$ cat src/rtl/hbm_auto_write.sv
// AXI4 write master for one HBM pseudo-channel: issues write_ops strided bursts, streams upstream
// data onto W and pulses done after the last B. Optional BRESP error flag: HBM_AUTO_WRITE_ERR_CHECK_EN.
`timescale 1ns/1ps
module hbm_auto_write #(
  parameter int ENGINE_ID       = 0,
  parameter int ADDR_WIDTH      = 33,
  parameter int DATA_WIDTH      = 256,
  parameter int ID_WIDTH        = 5,
  parameter int MAX_OUTSTANDING = 8
) (
  input  logic                      clk,
  input  logic                      rst_n,
  input  logic                      start_write,
  input  logic [31:0]               write_ops,
  input  logic [31:0]               stride,
  input  logic [ADDR_WIDTH-1:0]     init_addr,
  input  logic [15:0]               mem_burst_size,
  output logic                      busy,
  output logic                      done,
  output logic                      err,
  input  logic                      up_vld,
  output logic                      up_rdy,
  input  logic [DATA_WIDTH-1:0]     up_dat,
  output logic                      m_axi_AWVALID,
  output logic [ADDR_WIDTH-1:0]     m_axi_AWADDR,
  output logic [ID_WIDTH-1:0]       m_axi_AWID,
  output logic [7:0]                m_axi_AWLEN,
  output logic [2:0]                m_axi_AWSIZE,
  output logic [1:0]                m_axi_AWBURST,
  output logic                      m_axi_AWLOCK,
  output logic [3:0]                m_axi_AWCACHE,
  output logic [2:0]                m_axi_AWPROT,
  output logic [3:0]                m_axi_AWQOS,
  output logic [3:0]                m_axi_AWREGION,
  input  logic                      m_axi_AWREADY,
  output logic                      m_axi_WVALID,
  output logic [DATA_WIDTH-1:0]     m_axi_WDATA,
  output logic [DATA_WIDTH/8-1:0]   m_axi_WSTRB,
  output logic                      m_axi_WLAST,
  input  logic                      m_axi_WREADY,
  input  logic                      m_axi_BVALID,
  input  logic [1:0]                m_axi_BRESP,
  input  logic [ID_WIDTH-1:0]       m_axi_BID,
  output logic                      m_axi_BREADY
);

  localparam int          BEAT_SHIFT = $clog2(DATA_WIDTH / 8);
  localparam logic [2:0]  AXI_SIZE   = (DATA_WIDTH == 512) ? 3'b110 : 3'b101;
  localparam logic [31:0] MAX_OUT    = 32'(MAX_OUTSTANDING);

  typedef enum logic [1:0] {
    S_IDLE  = 2'd0,
    S_RUN   = 2'd1,
    S_DRAIN = 2'd2
  } state_t;

  state_t                  state_q, state_d;
  logic [31:0]             ops_q, ops_d;
  logic [31:0]             stride_q, stride_d;
  logic [7:0]              awlen_q, awlen_d;
  logic [31:0]             aw_cnt_q, aw_cnt_d;
  logic [31:0]             w_burst_cnt_q, w_burst_cnt_d;
  logic [31:0]             b_cnt_q, b_cnt_d;
  logic [7:0]              beat_cnt_q, beat_cnt_d;
  logic [ADDR_WIDTH-1:0]   awaddr_q, awaddr_d;
  logic                    awvalid_q, awvalid_d;
  logic                    busy_q, busy_d;
  logic                    done_q, done_d;
  logic                    err_q, err_d;

  logic                    start_acc_s;
  logic                    aw_hs_s;
  logic                    w_active_s;
  logic                    w_hs_s;
  logic                    w_last_s;
  logic                    b_acc_s;
  logic [ADDR_WIDTH-1:0]   addr_base_s;
  logic                    unused_s;

  assign start_acc_s = start_write & (state_q == S_IDLE);
  assign aw_hs_s     = awvalid_q & m_axi_AWREADY;
  assign w_active_s  = (state_q == S_RUN) & (w_burst_cnt_q < ops_q);
  assign w_last_s    = (beat_cnt_q == awlen_q);
  assign w_hs_s      = up_vld & m_axi_WREADY & w_active_s;
  // A B with nothing outstanding is a protocol violation and is dropped.
  assign b_acc_s     = m_axi_BVALID & (b_cnt_q != aw_cnt_q);
  assign addr_base_s = ADDR_WIDTH'({1'b0, 4'(ENGINE_ID), init_addr[27:0]});

  // State register
  always_ff @(posedge clk or negedge rst_n) begin
    if (!rst_n) begin
      state_q <= S_IDLE;
    end else begin
      state_q <= state_d;
    end
  end

  // Next-state logic
  always_comb begin
    state_d = state_q;
    case (state_q)
      S_IDLE: begin
        if (start_write && (write_ops != 32'd0)) state_d = S_RUN;
        else                                     state_d = S_IDLE;
      end
      S_RUN: begin
        if ((aw_cnt_q == ops_q) && (w_burst_cnt_q == ops_q)) state_d = S_DRAIN;
        else                                                 state_d = S_RUN;
      end
      S_DRAIN: begin
        if (b_cnt_q == ops_q) state_d = S_IDLE;
        else                  state_d = S_DRAIN;
      end
      default: state_d = S_IDLE;
    endcase
  end

  // FSM outputs, registered below
  always_comb begin
    busy_d = (state_d != S_IDLE);
    done_d = 1'b0;
    case (state_q)
      S_IDLE:  done_d = start_write & (write_ops == 32'd0);
      S_DRAIN: done_d = (b_cnt_q == ops_q);
      default: done_d = 1'b0;
    endcase
  end

  // Config latch, counters and AW address generation
  always_comb begin
    ops_d         = ops_q;
    stride_d      = stride_q;
    awlen_d       = awlen_q;
    aw_cnt_d      = aw_cnt_q;
    w_burst_cnt_d = w_burst_cnt_q;
    b_cnt_d       = b_cnt_q;
    beat_cnt_d    = beat_cnt_q;
    awaddr_d      = awaddr_q;
    if (start_acc_s) begin
      ops_d         = write_ops;
      stride_d      = stride;
      awlen_d       = 8'((mem_burst_size >> BEAT_SHIFT) - 16'd1);
      aw_cnt_d      = 32'd0;
      w_burst_cnt_d = 32'd0;
      b_cnt_d       = 32'd0;
      beat_cnt_d    = 8'd0;
      awaddr_d      = addr_base_s;
    end else begin
      aw_cnt_d = aw_cnt_q + 32'(aw_hs_s);
      b_cnt_d  = b_cnt_q + 32'(b_acc_s);
      if (aw_hs_s) awaddr_d = awaddr_q + ADDR_WIDTH'(stride_q);
      else         awaddr_d = awaddr_q;
      if (w_hs_s) begin
        if (w_last_s) begin
          beat_cnt_d    = 8'd0;
          w_burst_cnt_d = w_burst_cnt_q + 32'd1;
        end else begin
          beat_cnt_d    = beat_cnt_q + 8'd1;
        end
      end else begin
        beat_cnt_d = beat_cnt_q;
      end
    end
  end

  // AWVALID is computed from next-cycle counts so it never retracts before AWREADY
  always_comb begin
    if (awvalid_q && !m_axi_AWREADY) begin
      awvalid_d = 1'b1;
    end else begin
      awvalid_d = (state_d == S_RUN) && (aw_cnt_d < ops_d) &&
                  ((aw_cnt_d - b_cnt_d) < MAX_OUT);
    end
  end

`ifdef HBM_AUTO_WRITE_ERR_CHECK_EN
  // Sticky BRESP error, cleared by the next accepted start
  always_comb begin
    if (start_acc_s)                                   err_d = 1'b0;
    else if (m_axi_BVALID && (m_axi_BRESP != 2'b00))   err_d = 1'b1;
    else                                               err_d = err_q;
  end
  assign unused_s = ^{init_addr[ADDR_WIDTH-1:28], m_axi_BID};
`else
  assign err_d    = 1'b0;
  assign unused_s = ^{init_addr[ADDR_WIDTH-1:28], m_axi_BID, m_axi_BRESP};
`endif

  // Datapath and output registers
  always_ff @(posedge clk or negedge rst_n) begin
    if (!rst_n) begin
      ops_q         <= 32'd0;
      stride_q      <= 32'd0;
      awlen_q       <= 8'd0;
      aw_cnt_q      <= 32'd0;
      w_burst_cnt_q <= 32'd0;
      b_cnt_q       <= 32'd0;
      beat_cnt_q    <= 8'd0;
      awaddr_q      <= '0;
      awvalid_q     <= 1'b0;
      busy_q        <= 1'b0;
      done_q        <= 1'b0;
      err_q         <= 1'b0;
    end else begin
      ops_q         <= ops_d;
      stride_q      <= stride_d;
      awlen_q       <= awlen_d;
      aw_cnt_q      <= aw_cnt_d;
      w_burst_cnt_q <= w_burst_cnt_d;
      b_cnt_q       <= b_cnt_d;
      beat_cnt_q    <= beat_cnt_d;
      awaddr_q      <= awaddr_d;
      awvalid_q     <= awvalid_d;
      busy_q        <= busy_d;
      done_q        <= done_d;
      err_q         <= err_d;
    end
  end

  assign busy           = busy_q;
  assign done           = done_q;
  assign err            = err_q;

  assign m_axi_AWVALID  = awvalid_q;
  assign m_axi_AWADDR   = awaddr_q;
  assign m_axi_AWID     = '0;
  assign m_axi_AWLEN    = awlen_q;
  assign m_axi_AWSIZE   = AXI_SIZE;
  assign m_axi_AWBURST  = 2'b01;
  assign m_axi_AWLOCK   = 1'b0;
  assign m_axi_AWCACHE  = 4'b0000;
  assign m_axi_AWPROT   = 3'b010;
  assign m_axi_AWQOS    = 4'b0000;
  assign m_axi_AWREGION = 4'b0000;

  // W is a pure pass-through of the upstream stream
  assign m_axi_WVALID   = up_vld & w_active_s;
  assign m_axi_WDATA    = up_dat;
  assign m_axi_WSTRB    = {(DATA_WIDTH/8){1'b1}};
  assign m_axi_WLAST    = w_last_s & w_active_s;
  assign up_rdy         = m_axi_WREADY & w_active_s;

  assign m_axi_BREADY   = 1'b1;

endmodule
$ cat config.mk
export PLATFORM = sky130hd
export DESIGN_NAME = hbm_auto_write
export DESIGN_NICKNAME = d
export VERILOG_FILES = /design/src/rtl/hbm_auto_write.sv
export SDC_FILE = /design/constraint.sdc
export NUM_CORES = 1
export LEC_CHECK = 0
export CELL_PAD_IN_SITES_DETAIL_PLACEMENT = 1
export CELL_PAD_IN_SITES_GLOBAL_PLACEMENT = 1
export CORE_AREA = 2 2 290 292
export CTS_BUF_LIST = sky130_fd_sc_hd__clkbuf_4
export CTS_CLUSTER_SIZE = 16
export DETAILED_ROUTE_END_ITERATION = 10
export DIE_AREA = 0 0 292 294
export DONT_BUFFER_PORTS = 1
export GPL_TIMING_DRIVEN = 0
export PLACE_DENSITY = 0.54
export SETUP_SLACK_MARGIN = 0.5
export SYNTH_ARGS = -nofsm -noshare
export SYNTH_HDL_FRONTEND = slang
export SYNTH_SLANG_ARGS = --single-unit
$ cat constraint.sdc
create_clock -name clk -period 5.65 [get_ports clk]
set_clock_uncertainty 0.05 [all_clocks]
set_input_delay 1.13 -clock clk [delete_from_list [all_inputs] [get_ports clk]]
set_output_delay 1.13 -clock clk [all_outputs]
set_load 0.03 [all_outputs]
After elaboration in Yosys (flattened, before gate mapping)
Index checks and enable logic that the tools add are counted.
W data, S select, Z words.
- bits in registers: 214
- latch bits: 0
- memory bits (writable): 0
- ROM bits: 0
- memories kept: 0
- $add $sub $neg: 7
- multiply operators: 0
- divide/modulo/power cells: 0
- magnitude comparators: 3
- equal/unequal tests: 8
- shift operators: 0
- multiplexer cells: 17
- bitwise operators: 10
- reduce and logical (&&, ||, !) cells: 14
- operators by type and width (kind ; count):
    $mux W32 ; 6
    $eq A32 B32 Y1 ; 3
    $mux W33 ; 2
    $add A32 B1 Y32 ; 2
    $lt A32 B32 Y1 ; 2
    $add A33 B32 Y33 ; 1
    $add A32 B1 Y32 const B ; 1
    $logic_not A32 Y1 ; 1
    $lt A32 B4 Y1 const B ; 1
    $ne A32 B32 Y1 ; 1
    $reduce_bool A32 Y1 ; 1
    $sub A32 B32 Y32 ; 1
    $mux W8 ; 3
    $and A1 B1 Y1 ; 10
    $add A8 B1 Y8 const B ; 1
    $eq A8 B8 Y1 ; 1
    $reduce_bool A2 Y1 ; 4
    $sub A8 B1 Y8 const B ; 1
    $pmux W2 S3 ; 1
    $logic_and A1 B1 Y1 ; 5
    $eq A2 B1 Y1 const B ; 2
    $mux W2 ; 2
    $eq A2 B2 Y1 const B ; 1
    $logic_not A2 Y1 ; 1
    other kinds (4) ; 5

Longest topological paths before layout
- depth in word-level cells: 8
- mapped depth: 26
- mapped depth without buffers: 25

Worst setup path after synthesis
OpenSTA, ideal clock, no wires.
- path type: input to register
- from: input m_axi_AWREADY
- to: register awvalid_q, in the netlist m_axi_AWVALID
- library setup time: 0.076 ns
- data arrival time: 5.612 ns
- data required time: 5.524 ns
- slack: -0.089 ns
- stages on the path: 25
- buffers on the path: 1
- cells stage by stage: nand2_1 -> inv_1 -> clkbuf_1 -> ha_1 -> ha_1 -> nand3_1 -> nor2_1 -> nand2_1 -> nor3_1 -> and2_1 -> nor2b_1 -> and2_1 -> nand3_1 -> xor2_1 -> nor2_1 -> ha_1 -> inv_1 -> o21bai_1 -> a221o_1 -> nand2_1 -> nor2_1 -> a2111oi_2 -> nand4_1 -> or4_1 -> o21ai_1
- word-level cells in the longest chain between the ends: 7
- RTL lines (element ; RTL line ; RTL):
    from (decl) ; 35 ; input logic m_axi_AWREADY,
    $and A1 B1 Y1 * ; 81 ; assign aw_hs_s = awvalid_q & m_axi_AWREADY;
    $add A32 B1 Y32 * ; 149 ; aw_cnt_d = aw_cnt_q + 32'(aw_hs_s);
    $mux W32 * ; 139 ; if (start_acc_s) begin
    named net aw_cnt_d[28] ; 61 ; logic [31:0] aw_cnt_q, aw_cnt_d;
    $sub A32 B32 Y32 / $lt A32 B32 Y1 (equally long branches) ; 172, 171 ;
    $lt A32 B4 Y1 / $logic_and A1 B1 Y1 (equally long branches) ; 172, 171 ;
    $logic_and A1 B1 Y1 * ; 171 ; awvalid_d = (state_d == S_RUN) && (aw_cnt_d < ops_d) &&
    $mux W1 * ; 168 ; if (awvalid_q && !m_axi_AWREADY) begin
    named net awvalid_d ; 66 ; logic awvalid_q, awvalid_d;
    to (signal assigned) ; 213 ; awvalid_q <= awvalid_d;
    to (decl) ; 66 ;
The timed path passes the listed nets; every way through them passes the cells marked *.
A chain may end at the register's enable or synchronous reset.

Worst setup path in the final report
- from: register aw_cnt_q[25]
- to: register awvalid_q, in the netlist m_axi_AWVALID
- word-level cells in the longest chain between the ends: 8
- RTL lines (element ; RTL line ; RTL):
    from (decl) ; 61 ;
    from (signal assigned) ; 208 ; aw_cnt_q <= aw_cnt_d;
    $ne A32 B32 Y1 / $eq A32 B32 Y1 (equally long branches) ; 86, 107 ;
    $and A1 B1 Y1 / $logic_and A1 B1 Y1 (equally long branches) ; 86, 107 ;
    $add A32 B1 Y32 / $mux W2 (equally long branches) ; 150, 107 ;
    $mux W32 / $pmux W2 S3 (equally long branches) ; 139, 101 ;
    $sub A32 B32 Y32 / $eq A2 B1 Y1 (equally long branches) ; 172, 171 ;
    $lt A32 B4 Y1 / $logic_and A1 B1 Y1 (equally long branches) ; 172, 171 ;
    $logic_and A1 B1 Y1 * ; 171 ;
    $mux W1 * ; 168 ;
    named net awvalid_d ; 66 ;
Marked as above.

==> reports/qor.yml <==
post-place-ws_ps: -2050
io-pin-count: 746
avgSynthCellArea_sq_um: 8.21
crit_path_end_kind: "flop"
maxCapViolations: 0
yosysUniqueCellTypes: 77
totalWireLength_microns: 72100
crit_buf_inv: 0
status: "finished clean"
dp_hpwl_microns: 58000
final_core_util: 0.263
cts_tree: "done"
synth-edff-count: 0
hold_violations: 0
dpl-instance-area_sq_mm: 0.0198
cp_data_arrival_time_ps: 5880
rsz0062_at_grt: "yes"
design_area_sq_mm: 0.0218
fp.dieArea_sq_mm: 0.0858
worstSetupPathType: "reg2reg"
worstReg2RegEnd: "m_axi_AWVALID"
r2r_start: "aw_cnt_q[25]"
die_w_microns: 292
slowest_delay_ps: 580
r2r_cells: 18
numCtsBuffers: 61
dr_total_vias: 16100
cp.required_ps: 6320
crit_family: "simple AND/OR/NAND/NOR gates"
path_max_fanout: 5
die_h_microns: 294
viasPerCell: 4.59
tightest_slew_ps: 1110
period_share: 0.922
cts.path.max_buffers: 3
timing.hold.ws_ps: 114
grt_pass1_wl_microns: 106000
netlist_instances: 2213
final-max-slew-violation-count: 0
grt_usage: 0.162
yosysWarnings: 0
drive_above_1_share: 0.272
layout_min_cycle_time_ps: 5210
globalplace.congestion: 0.896
finalSetupViolations: 0
routedWlPerCell_microns: 20.6
syn-cell-area_sq_mm: 0.0182
worst_ir_drop_vdd_uv: 124
async_reset_ff_frac: 1.00
synth_seq_cells: 214
r2r_slack_ps: 440
cts.htree.levels: 2
synth_ff_type: "dfrtp_1"
synth_seq_area_share: 0.295
overflow: 0
start_kind: "flop"
grt_pass1_vias: 17300
clkTransAtPathRegs_ps: 80
nNetsFinal: 2891
portBuffers: 0
cts_sinks: 214
core_sq_mm: 0.0829
cp_cell_sequence: "xnor2_2 > nand4_1 > nor4_2 > a21boi_2 > ha_2 > ha_4 > xor2_1 > nand2_1 > ha_2 > or4b_4 > o221a_2 > a311oi_1 > xor2_1 > o2111ai_2 > nor4_2 > nand4_1 > or4_4 > o21ai_2"
setup_ws_ps: 442
maxSlewHeadroom: 0.259
clk_latency_ps: 850
grt_max_degree: 215
first_iter_violations: 675
root_buffer: "clkbuf_4"
initial_core_util: 0.219
fmax_ghz: 0.192
antenna_found_initial: 7
drtAntennaViolNets: 0
drcViolationCount: 0
syn2layout_area_growth_pct: 20.0
worstHoldPathType: "in2async"
p_leak_uw: 0.0103
slowest_stage: "or4b_4"
powerDensity_mw_per_mm2: 238
firstDrtPassIters: 5
rows: 106
-- where the power goes --
group          internal, uW  switching [uW]
logic                   706            1060
registers              1670             268
clock network           723             756
-- layout make-up --
| class | instances | area (sq um) |
|---|---|---|
| antenna | 5 | 12.5 |
| buffer | 406 | 2950 |
| clock buffer | 90 | 676 |
| clock inverter | 19 | 75.1 |
| fill | 9866 | 61100 |
| inverter | 132 | 503 |
| multi-input combinational | 1519 | 10500 |
| sequential | 214 | 5370 |
| tap | 1080 | 1350 |
| timing repair buffer | 41 | 344 |
-- what timing repair did --
action,4_1_cts,5_1_grt
setup endpoints to repair,1,1
endpoints found under the hold margin,214,181
pin swaps,38,29
resized for setup,179,44
buffers inserted,29,10
gates cloned,0,0
-- through the flow --
stage / std cells / setup TNS [ps] / power (uW)
finish: 3506 / 0 / 5180
global route: 3506 / 0 / 5500
CTS: 3489 / 0 / 5210
detailed placement: 3351 / -2050 / 3610
global placement: 3351 / -2090 / 3560
floorplan: 2271 / 0 / 3190
-- cells in the final DEF (no fill, tap or decap), types with 38 or more instances in the layout --
cell type	n
buf_4	356
nand2_1	213
dfrtp_1	202
xnor2_1	147
a21oi_1	146
nor2_1	145
inv_1	129
ha_1	118
clkbuf_4	103
o21ai_0	94
nand4_1	62
conb_1	60
nand3_1	58
xor2_1	54
clkbuf_1	38
-- cell families after synthesis --
kind of cell / after synthesis / share of synthesized area
buffers and inverters: 538 / 0.177
other: 2 / 0.000413
AO/OA/AOI/OAI: 399 / 0.134
AND/OR/NAND/NOR: 699 / 0.190
multiplexers: 10 / 0.00572
adder cells (fa/ha/maj): 133 / 0.0920
XOR/XNOR: 218 / 0.106
flip-flops: 214 / 0.295
-- cells in the mapped netlist, drive strengths merged (4+ instances only) --
cell	number	share of area
a2111oi	7	0.0048
a211oi	16	0.0066
a21boi	4	0.0017
a21o	30	0.012
a21oi	152	0.042
a311oi	4	0.0026
a31oi	16	0.0055
and2	10	0.0034
and3	27	0.0093
and4	16	0.0080
buf	326	0.13
clkbuf	80	0.017
dfrtp	214	0.29
ha	132	0.091
inv	132	0.027
mux2i	10	0.0057
nand2	218	0.045
nand2b	16	0.0055
nand3	60	0.017
nand4	64	0.023
nor2	161	0.033
nor2b	14	0.0048
nor3	21	0.0061
nor3b	4	0.0023
nor4	21	0.0072
o211ai	6	0.0025
o21a	10	0.0041
o21ai	100	0.028
o21bai	7	0.0029
o22ai	6	0.0021
o31ai	12	0.0050
or2	30	0.010
or3	20	0.0069
or4	8	0.0033
xnor2	163	0.079
xor2	55	0.027
-- flip-flops by register name, indices dropped and copies added, names as in the netlist --
| name | cells |
|---|---|
| b_cnt_q | 32 |
| m_axi_AWVALID | 1 |
| done | 1 |
| aw_cnt_q | 32 |
| m_axi_AWLEN | 8 |
| m_axi_AWADDR | 33 |
| w_burst_cnt_q | 32 |
| state_q | 2 |
| beat_cnt_q | 8 |
| stride_q | 32 |
| ops_q | 32 |
| busy | 1 |
-- worst max-delay path by stage --
stage                  startpoint            end  slack, ps  depth (start not counted)
global route          b_cnt_q[27]  m_axi_AWVALID        130                         22
detailed placement    start_write  m_axi_AWVALID      -2050                         16
CTS                   b_cnt_q[20]  m_axi_AWVALID        450                         24
floorplan           m_axi_AWREADY  m_axi_AWVALID        440                         25
finish               aw_cnt_q[25]  m_axi_AWVALID        440                         18
global placement      start_write  m_axi_AWVALID      -2090                         16
-- routing by layer --
| layer | global-route usage | up-vias | routed length, microns |
|---|---|---|---|
| li1 | - | 7566 | - |
| met1 | 0.191 | 7899 | 29600 |
| met2 | 0.289 | 495 | 36200 |
| met3 | 0.0324 | 115 | 3880 |
| met4 | 0.0588 | 2 | 2310 |
| met5 | 0 | - | 14 |
Note: power is estimated with default switching activity, not from simulation.
